--- config.mk ---
export PLATFORM = sky130hd
export DESIGN_NAME = victim_swap_ctrl
export DESIGN_NICKNAME = d
export VERILOG_FILES = /design/src/rtl/victim_pkg.sv /design/src/rtl/victim_swap_ctrl.sv
export SDC_FILE = /design/constraint.sdc
export NUM_CORES = 1
export LEC_CHECK = 0
export CAP_MARGIN = 40
export CORE_AREA = 4 4 339 341
export DETAILED_ROUTE_END_ITERATION = 8
export DIE_AREA = 0 0 343 345
export MAX_ROUTING_LAYER = met4
export PLACE_DENSITY = 0.5
export SLEW_MARGIN = 20
export SYNTH_ARGS = -nofsm -noshare
export SYNTH_HDL_FRONTEND = slang
export SYNTH_SLANG_ARGS = --single-unit
--- constraint.sdc ---
create_clock -name clk -period 3.4 [get_ports clk]
set_clock_uncertainty 0.2 [all_clocks]
set_input_delay 0.68 -clock clk [delete_from_list [all_inputs] [get_ports clk]]
set_output_delay 0.68 -clock clk [all_outputs]
set_load 0.01 [all_outputs]
--- src/rtl/victim_pkg.sv ---
// Shared dcache / victim-cache parameters, tag-field positions and the swap FSM state type.
package victim_pkg;

  localparam int DCACHE_LINE_WIDTH = 128;
  localparam int DCACHE_TAG_BITS   = 20;
  localparam int VICTIM_NO_OF_SETS = 4;
  localparam int VICTIM_IDX_BITS   = $clog2(VICTIM_NO_OF_SETS);
  localparam int TAG_VALID_BIT     = 19;
  localparam int TAG_DIRTY_BIT     = 18;

  typedef logic [DCACHE_LINE_WIDTH-1:0] line_t;
  typedef logic [DCACHE_TAG_BITS-1:0]   tag_t;

  typedef enum logic [2:0] {
    IDLE,
    PROBE,
    MEM_WB,
    MEM_RD,
    VWRITE,
    FILL
  } swap_state_e;

  // The victim only ever holds clean lines, and a forced valid bit keeps all-zero entries from matching.
  function automatic tag_t clean_valid_tag(input tag_t tag);
    tag_t result;
    result                = tag;
    result[TAG_VALID_BIT] = 1'b1;
    result[TAG_DIRTY_BIT] = 1'b0;
    return result;
  endfunction

endpackage

--- src/rtl/victim_swap_ctrl.sv ---
// Dcache miss handler: probes the victim cache, writes back dirty victims, reads memory
// on a victim miss, pushes the evicted line into the victim cache and returns the fill.
module victim_swap_ctrl
  import victim_pkg::*;
(
  input  logic                         clk,
  input  logic                         rst,
  input  logic                         miss_req,
  output logic                         miss_ready,
  input  logic [DCACHE_TAG_BITS-1:0]   miss_tag,
  input  logic                         evict_valid,
  input  logic                         evict_dirty,
  input  logic [DCACHE_TAG_BITS-1:0]   evict_tag,
  input  logic [DCACHE_LINE_WIDTH-1:0] evict_data,
  output logic                         fill_valid,
  output logic [DCACHE_LINE_WIDTH-1:0] fill_data,
  output logic [DCACHE_TAG_BITS-1:0]   fill_tag,
  output logic                         fill_from_victim,
  output logic [DCACHE_TAG_BITS-1:0]   victim_tag,
  output logic [DCACHE_LINE_WIDTH-1:0] victim_wdata,
  output logic                         victim_write,
  input  logic [DCACHE_LINE_WIDTH-1:0] victim_rdata,
  input  logic                         victim_hit,
  output logic                         mem_req,
  output logic                         mem_we,
  output logic [DCACHE_TAG_BITS-1:0]   mem_tag,
  output logic [DCACHE_LINE_WIDTH-1:0] mem_wdata,
  input  logic                         mem_ack,
  input  logic [DCACHE_LINE_WIDTH-1:0] mem_rdata
);

  swap_state_e state_q, state_d;

  tag_t  miss_tag_q, miss_tag_d;
  logic  ev_valid_q, ev_valid_d;
  logic  ev_dirty_q, ev_dirty_d;
  tag_t  ev_tag_q, ev_tag_d;
  line_t ev_data_q, ev_data_d;
  line_t line_q, line_d;
  logic  src_q, src_d;

  logic  miss_ready_q, miss_ready_d;
  logic  fill_valid_q, fill_valid_d;
  line_t fill_data_q, fill_data_d;
  tag_t  fill_tag_q, fill_tag_d;
  logic  fill_from_victim_q, fill_from_victim_d;
  tag_t  victim_tag_q, victim_tag_d;
  line_t victim_wdata_q, victim_wdata_d;
  logic  victim_write_q, victim_write_d;
  logic  mem_req_q, mem_req_d;
  logic  mem_we_q, mem_we_d;
  tag_t  mem_tag_q, mem_tag_d;
  line_t mem_wdata_q, mem_wdata_d;

  // Next-state and capture logic; outputs below are then derived from the state being entered
  // so every interface signal comes straight from a flop.
  always_comb begin
    state_d    = state_q;
    miss_tag_d = miss_tag_q;
    ev_valid_d = ev_valid_q;
    ev_dirty_d = ev_dirty_q;
    ev_tag_d   = ev_tag_q;
    ev_data_d  = ev_data_q;
    line_d     = line_q;
    src_d      = src_q;

    case (state_q)
      IDLE: begin
        if (miss_req) begin
          miss_tag_d = clean_valid_tag(miss_tag);
          ev_valid_d = evict_valid;
          ev_dirty_d = evict_dirty;
          ev_tag_d   = evict_tag;
          ev_data_d  = evict_data;
          src_d      = 1'b0;
          state_d    = PROBE;
        end
      end
      PROBE: begin
        if (victim_hit) begin
          line_d = victim_rdata;
          src_d  = 1'b1;
        end
        if (ev_valid_q && ev_dirty_q)  state_d = MEM_WB;
        else if (!victim_hit)          state_d = MEM_RD;
        else if (ev_valid_q)           state_d = VWRITE;
        else                           state_d = FILL;
      end
      MEM_WB: begin
        if (mem_ack) state_d = src_q ? VWRITE : MEM_RD;
      end
      MEM_RD: begin
        if (mem_ack) begin
          line_d  = mem_rdata;
          state_d = ev_valid_q ? VWRITE : FILL;
        end
      end
      VWRITE:  state_d = FILL;
      FILL:    state_d = IDLE;
      default: state_d = IDLE;
    endcase
  end

  always_comb begin
    miss_ready_d       = (state_d == IDLE);
    fill_valid_d       = 1'b0;
    fill_data_d        = fill_data_q;
    fill_tag_d         = fill_tag_q;
    fill_from_victim_d = fill_from_victim_q;
    victim_tag_d       = victim_tag_q;
    victim_wdata_d     = victim_wdata_q;
    victim_write_d     = 1'b0;
    mem_req_d          = 1'b0;
    mem_we_d           = 1'b0;
    mem_tag_d          = mem_tag_q;
    mem_wdata_d        = mem_wdata_q;

    case (state_d)
      PROBE: victim_tag_d = miss_tag_d;
      MEM_WB: begin
        mem_req_d   = 1'b1;
        mem_we_d    = 1'b1;
        mem_tag_d   = ev_tag_d;
        mem_wdata_d = ev_data_d;
      end
      MEM_RD: begin
        mem_req_d = 1'b1;
        mem_tag_d = miss_tag_d;
      end
      VWRITE: begin
        victim_write_d = 1'b1;
        victim_tag_d   = clean_valid_tag(ev_tag_d);
        victim_wdata_d = ev_data_d;
      end
      FILL: begin
        fill_valid_d       = 1'b1;
        fill_data_d        = line_d;
        fill_tag_d         = miss_tag_d;
        fill_from_victim_d = src_d;
      end
      default: ;
    endcase
  end

  always_ff @(posedge clk or negedge rst) begin
    if (!rst) begin
      state_q            <= IDLE;
      miss_tag_q         <= '0;
      ev_valid_q         <= 1'b0;
      ev_dirty_q         <= 1'b0;
      ev_tag_q           <= '0;
      ev_data_q          <= '0;
      line_q             <= '0;
      src_q              <= 1'b0;
      miss_ready_q       <= 1'b1;
      fill_valid_q       <= 1'b0;
      fill_data_q        <= '0;
      fill_tag_q         <= '0;
      fill_from_victim_q <= 1'b0;
      victim_tag_q       <= '0;
      victim_wdata_q     <= '0;
      victim_write_q     <= 1'b0;
      mem_req_q          <= 1'b0;
      mem_we_q           <= 1'b0;
      mem_tag_q          <= '0;
      mem_wdata_q        <= '0;
    end else begin
      state_q            <= state_d;
      miss_tag_q         <= miss_tag_d;
      ev_valid_q         <= ev_valid_d;
      ev_dirty_q         <= ev_dirty_d;
      ev_tag_q           <= ev_tag_d;
      ev_data_q          <= ev_data_d;
      line_q             <= line_d;
      src_q              <= src_d;
      miss_ready_q       <= miss_ready_d;
      fill_valid_q       <= fill_valid_d;
      fill_data_q        <= fill_data_d;
      fill_tag_q         <= fill_tag_d;
      fill_from_victim_q <= fill_from_victim_d;
      victim_tag_q       <= victim_tag_d;
      victim_wdata_q     <= victim_wdata_d;
      victim_write_q     <= victim_write_d;
      mem_req_q          <= mem_req_d;
      mem_we_q           <= mem_we_d;
      mem_tag_q          <= mem_tag_d;
      mem_wdata_q        <= mem_wdata_d;
    end
  end

  assign miss_ready       = miss_ready_q;
  assign fill_valid       = fill_valid_q;
  assign fill_data        = fill_data_q;
  assign fill_tag         = fill_tag_q;
  assign fill_from_victim = fill_from_victim_q;
  assign victim_tag       = victim_tag_q;
  assign victim_wdata     = victim_wdata_q;
  assign victim_write     = victim_write_q;
  assign mem_req          = mem_req_q;
  assign mem_we           = mem_we_q;
  assign mem_tag          = mem_tag_q;
  assign mem_wdata        = mem_wdata_q;

endmodule

==> results.md <==
- Arr. time, crit path: approximately 3.1 ns
- Post-synth EDFFs: 0
- Post-Synthesis Cells: slightly above 2000
- Final core utilization: 0.384
- Initial antenna violation count: 39
- Hold Path Class: reg2reg
- Synth Area per Inst: around 14 sq um
- Layout cell share with drive strength beyond 1: 0.206
- Max-cap violations: 0
- Die X: approximately 340 um
- Reg2Reg Setup Slack: about 0.63 ns
- Total congestion overflow: 0
- Mapped Nets: between 2000 and 2500
- P_leak: 0.0184 uW
- Minimum clock period: approximately 2.8 ns
- Clock sinks: approximately 750
- Ranking of synthesized cells by area: dfrtp_1, mux2_2, mux2_1
- Post-cts sizing count: 0
- DRT Wirelength: around 110000 um
- Met3 WL post-DR: a little over 10000 um
- Setup Viol. Count Final: 0
- Register bit count reported by yosys: between 700 and 800
- Count of final max-slew check failures: 0
- Die area: roughly 120000 sq um
- PD cells: ~1000 nW/um^2
- Root Driver: clkbuf_16
- Unique cell type count in the Yosys netlist: 39
- Worst hold endpoint: miss_tag_q[19]
- Worst setup EP type: flip-flop
- DRC Markers: 0
- Power Total: about 45000 uW
- Synth area leader: dfrtp_1
- Main synth FF type: dfrtp_1
- Total placed instance area: roughly 40000 sq um
- Outcome: finished clean
- Core Area: roughly 110000 sq um
- Sequential cell area fraction in the yosys report: 0.651
- Crit path max fanout: between 40 and 50
- Number of routed nets with antenna violations: 0
- Max Clock Freq: ~360 MHz
- All-Layer GR Usage: 0.178
- Hold depth: 2
- Post-synth ARST share: 1.00
- Die height: about 350 um
- Crit Path Category: reg2reg
- Startpoint Class: flip-flop
- Clk_lat worst skew: 0.65 ns
- Worst Max-Slew Pin Slew: around 0.6 ns
- Most frequent cell after synthesis: dfrtp_1
- Final Hold Violating Endpoints: 0
- FF-to-FF End: fill_data[17]
- Worst path required time: between 3 and 4 ns
- Reg-to-reg startpoint: state_q[2]
- Max-Slew Margin vs Limit: 0.607
- I/O pins: 881
- HPWL Detailed: approximately 81000 um
- CTS tree: built
- Gp weighted congestion: approximately 0.88
- Synth top area share: 0.651
- Via count: 20069
- Clock Tree Buf Depth: 3
- Final instance area: roughly 43000 sq um
- Initial Util: 0.258
- Met2 WL post-DR: ~54000 um
- Vias in the first global route: around 22000
- CTS H-tree depth: 3
- Maximum VDD drop: between 0.4 and 0.5 mV
- # rows: 123
- Largest net degree at the start of global routing: 90
- CTS Hold Buffers Added: 1
- Cts bufs inserted: just under 90
- Hold wc startpoint: miss_tag_q[19]
- Clk pin slew, worst setup/hold paths: about 0.060 ns
- First-pass GRT wire length: 153000 um
- Post-CTS Setup Bufs: 0
- Most instantiated cells after synthesis: dfrtp_1, mux2_2, nand2_1
- RSZ-0062 raised after global routing: no
- Synth warnings: 0
- Wl on met1: a little under 40000 um
- Fin crit share: 0.814
- IO Port Bufs: ~880
- Mapped Area: 28900 sq um
- DRT iter0 DRCs: 989
- Routed vias/inst: between 4 and 5
- Top routing layer used: met4
- Fin nets: between 3000 and 4000
- Worst R2R Path Depth: 7
- 1st-pass router iterations: 6
- P&R area growth vs syn: 48.5%
- Avg WL per Cell: around 23 um
power breakdown:
group          internal [uW]  total (uW)  switching (uW)  leakage, uW
clock                   5520        9300            3780      0.00140
combinational          10400       19900            9450      0.00787
sequential             13500       15400            1940      0.00914
total                  29400       44600           15200       0.0184
flip-flops by register name, indices dropped and copies added, names as in the netlist, 3 cells and up:
register	cells
miss_tag_q	20
ev_data_q	128
mem_tag	20
victim_wdata	128
fill_tag	20
state_q	3
mem_wdata	128
ev_tag_q	20
fill_data	128
victim_tag	20
line_q	128
worst max path at each step:
stage	start	to	slack [ns]	cells past startpoint
6_report	state_q[2]	fill_data[17]	0.63	7
2_1_floorplan	victim_hit	victim_wdata[100]	0.79	7
4_1_cts	state_q[1]	victim_wdata[32]	0.63	6
3_5_place_dp	victim_hit	fill_data[12]	-0.03	8
5_1_grt	state_q[1]	fill_data[24]	0.50	7
3_3_place_gp	victim_hit	fill_data[15]	0.03	8
critical path, stage by stage (launching register included):
cell	delay [ns]
dfrtp_1	0.52
nor4bb_4	0.33
buf_4	0.43
a221o_1	0.26
o21ai_4	0.10
inv_6	0.11
buf_12	0.27
mux2_2	0.39
per-layer routing:
metal,track usage,vias to the layer above
met5,-,-
met4,0.0408,0
met3,0.0682,142
met2,0.308,673
met1,0.195,10206
li1,-,9048
logic make-up (layout without fill, tap and decap cells):
logic type             after synthesis  in the layout  share of synthesized area
flip-flops                         752            752                      0.651
multiplexers                       555            555                      0.215
AND/OR/NAND/NOR                    340            340                     0.0479
AO/OA/AOI/OAI                      233            233                     0.0565
buffers and inverters              166           1155                     0.0293
other                                0             28                          0
placed cells by master (no fill, tap or decap), types with 2 or more instances in the layout:
| master | synthesis | final |
|---|---|---|
| clkbuf_16 | 0 | 89 |
| dfrtp_1 | 751 | 751 |
| o21ai_1 | 2 | 2 |
| mux2_2 | 398 | 398 |
| nor3_1 | 2 | 2 |
| or2_1 | 2 | 2 |
| mux2i_1 | 37 | 37 |
| clkinv_2 | 0 | 12 |
| bufinv_16 | 0 | 4 |
| a221o_1 | 19 | 19 |
| clkdlybuf4s50_1 | 0 | 877 |
| inv_6 | 0 | 3 |
| clkbuf_8 | 0 | 18 |
| buf_12 | 0 | 37 |
| nand2_1 | 299 | 299 |
| buf_4 | 2 | 45 |
| inv_16 | 0 | 3 |
| mux2_1 | 120 | 120 |
| inv_1 | 40 | 40 |
| clkbuf_1 | 54 | 24 |
| nor2_1 | 5 | 4 |
| diode_2 | 0 | 28 |
| and2_1 | 20 | 20 |
| a22oi_1 | 128 | 128 |
| o21ai_0 | 76 | 76 |
| nor2b_1 | 3 | 3 |
per-stage QoR:
stage	worst slack (ns)	hold WS, ns	TNS, ns	instances
after floorplan	0.794	0.184	0	2046
after global placement	0.0332	0.238	0	4381
after detailed placement	-0.0303	0.249	-0.300	4381
after CTS	0.632	0.264	0	4535
after global routing	0.498	0.282	0	4558
final	0.631	0.258	0	4563
final cells by class:
class,count,area (sq um)
clock inverters,22,265
well taps,1500,1880
clock buffers,131,2560
inverters,41,159
flip-flops and latches,752,18800
multi-input cells,1128,9280
fillers,10678,69000
diodes,28,70.1
repair buffers,961,9880
No activity file was read; power rests on OpenSTA's default activity.
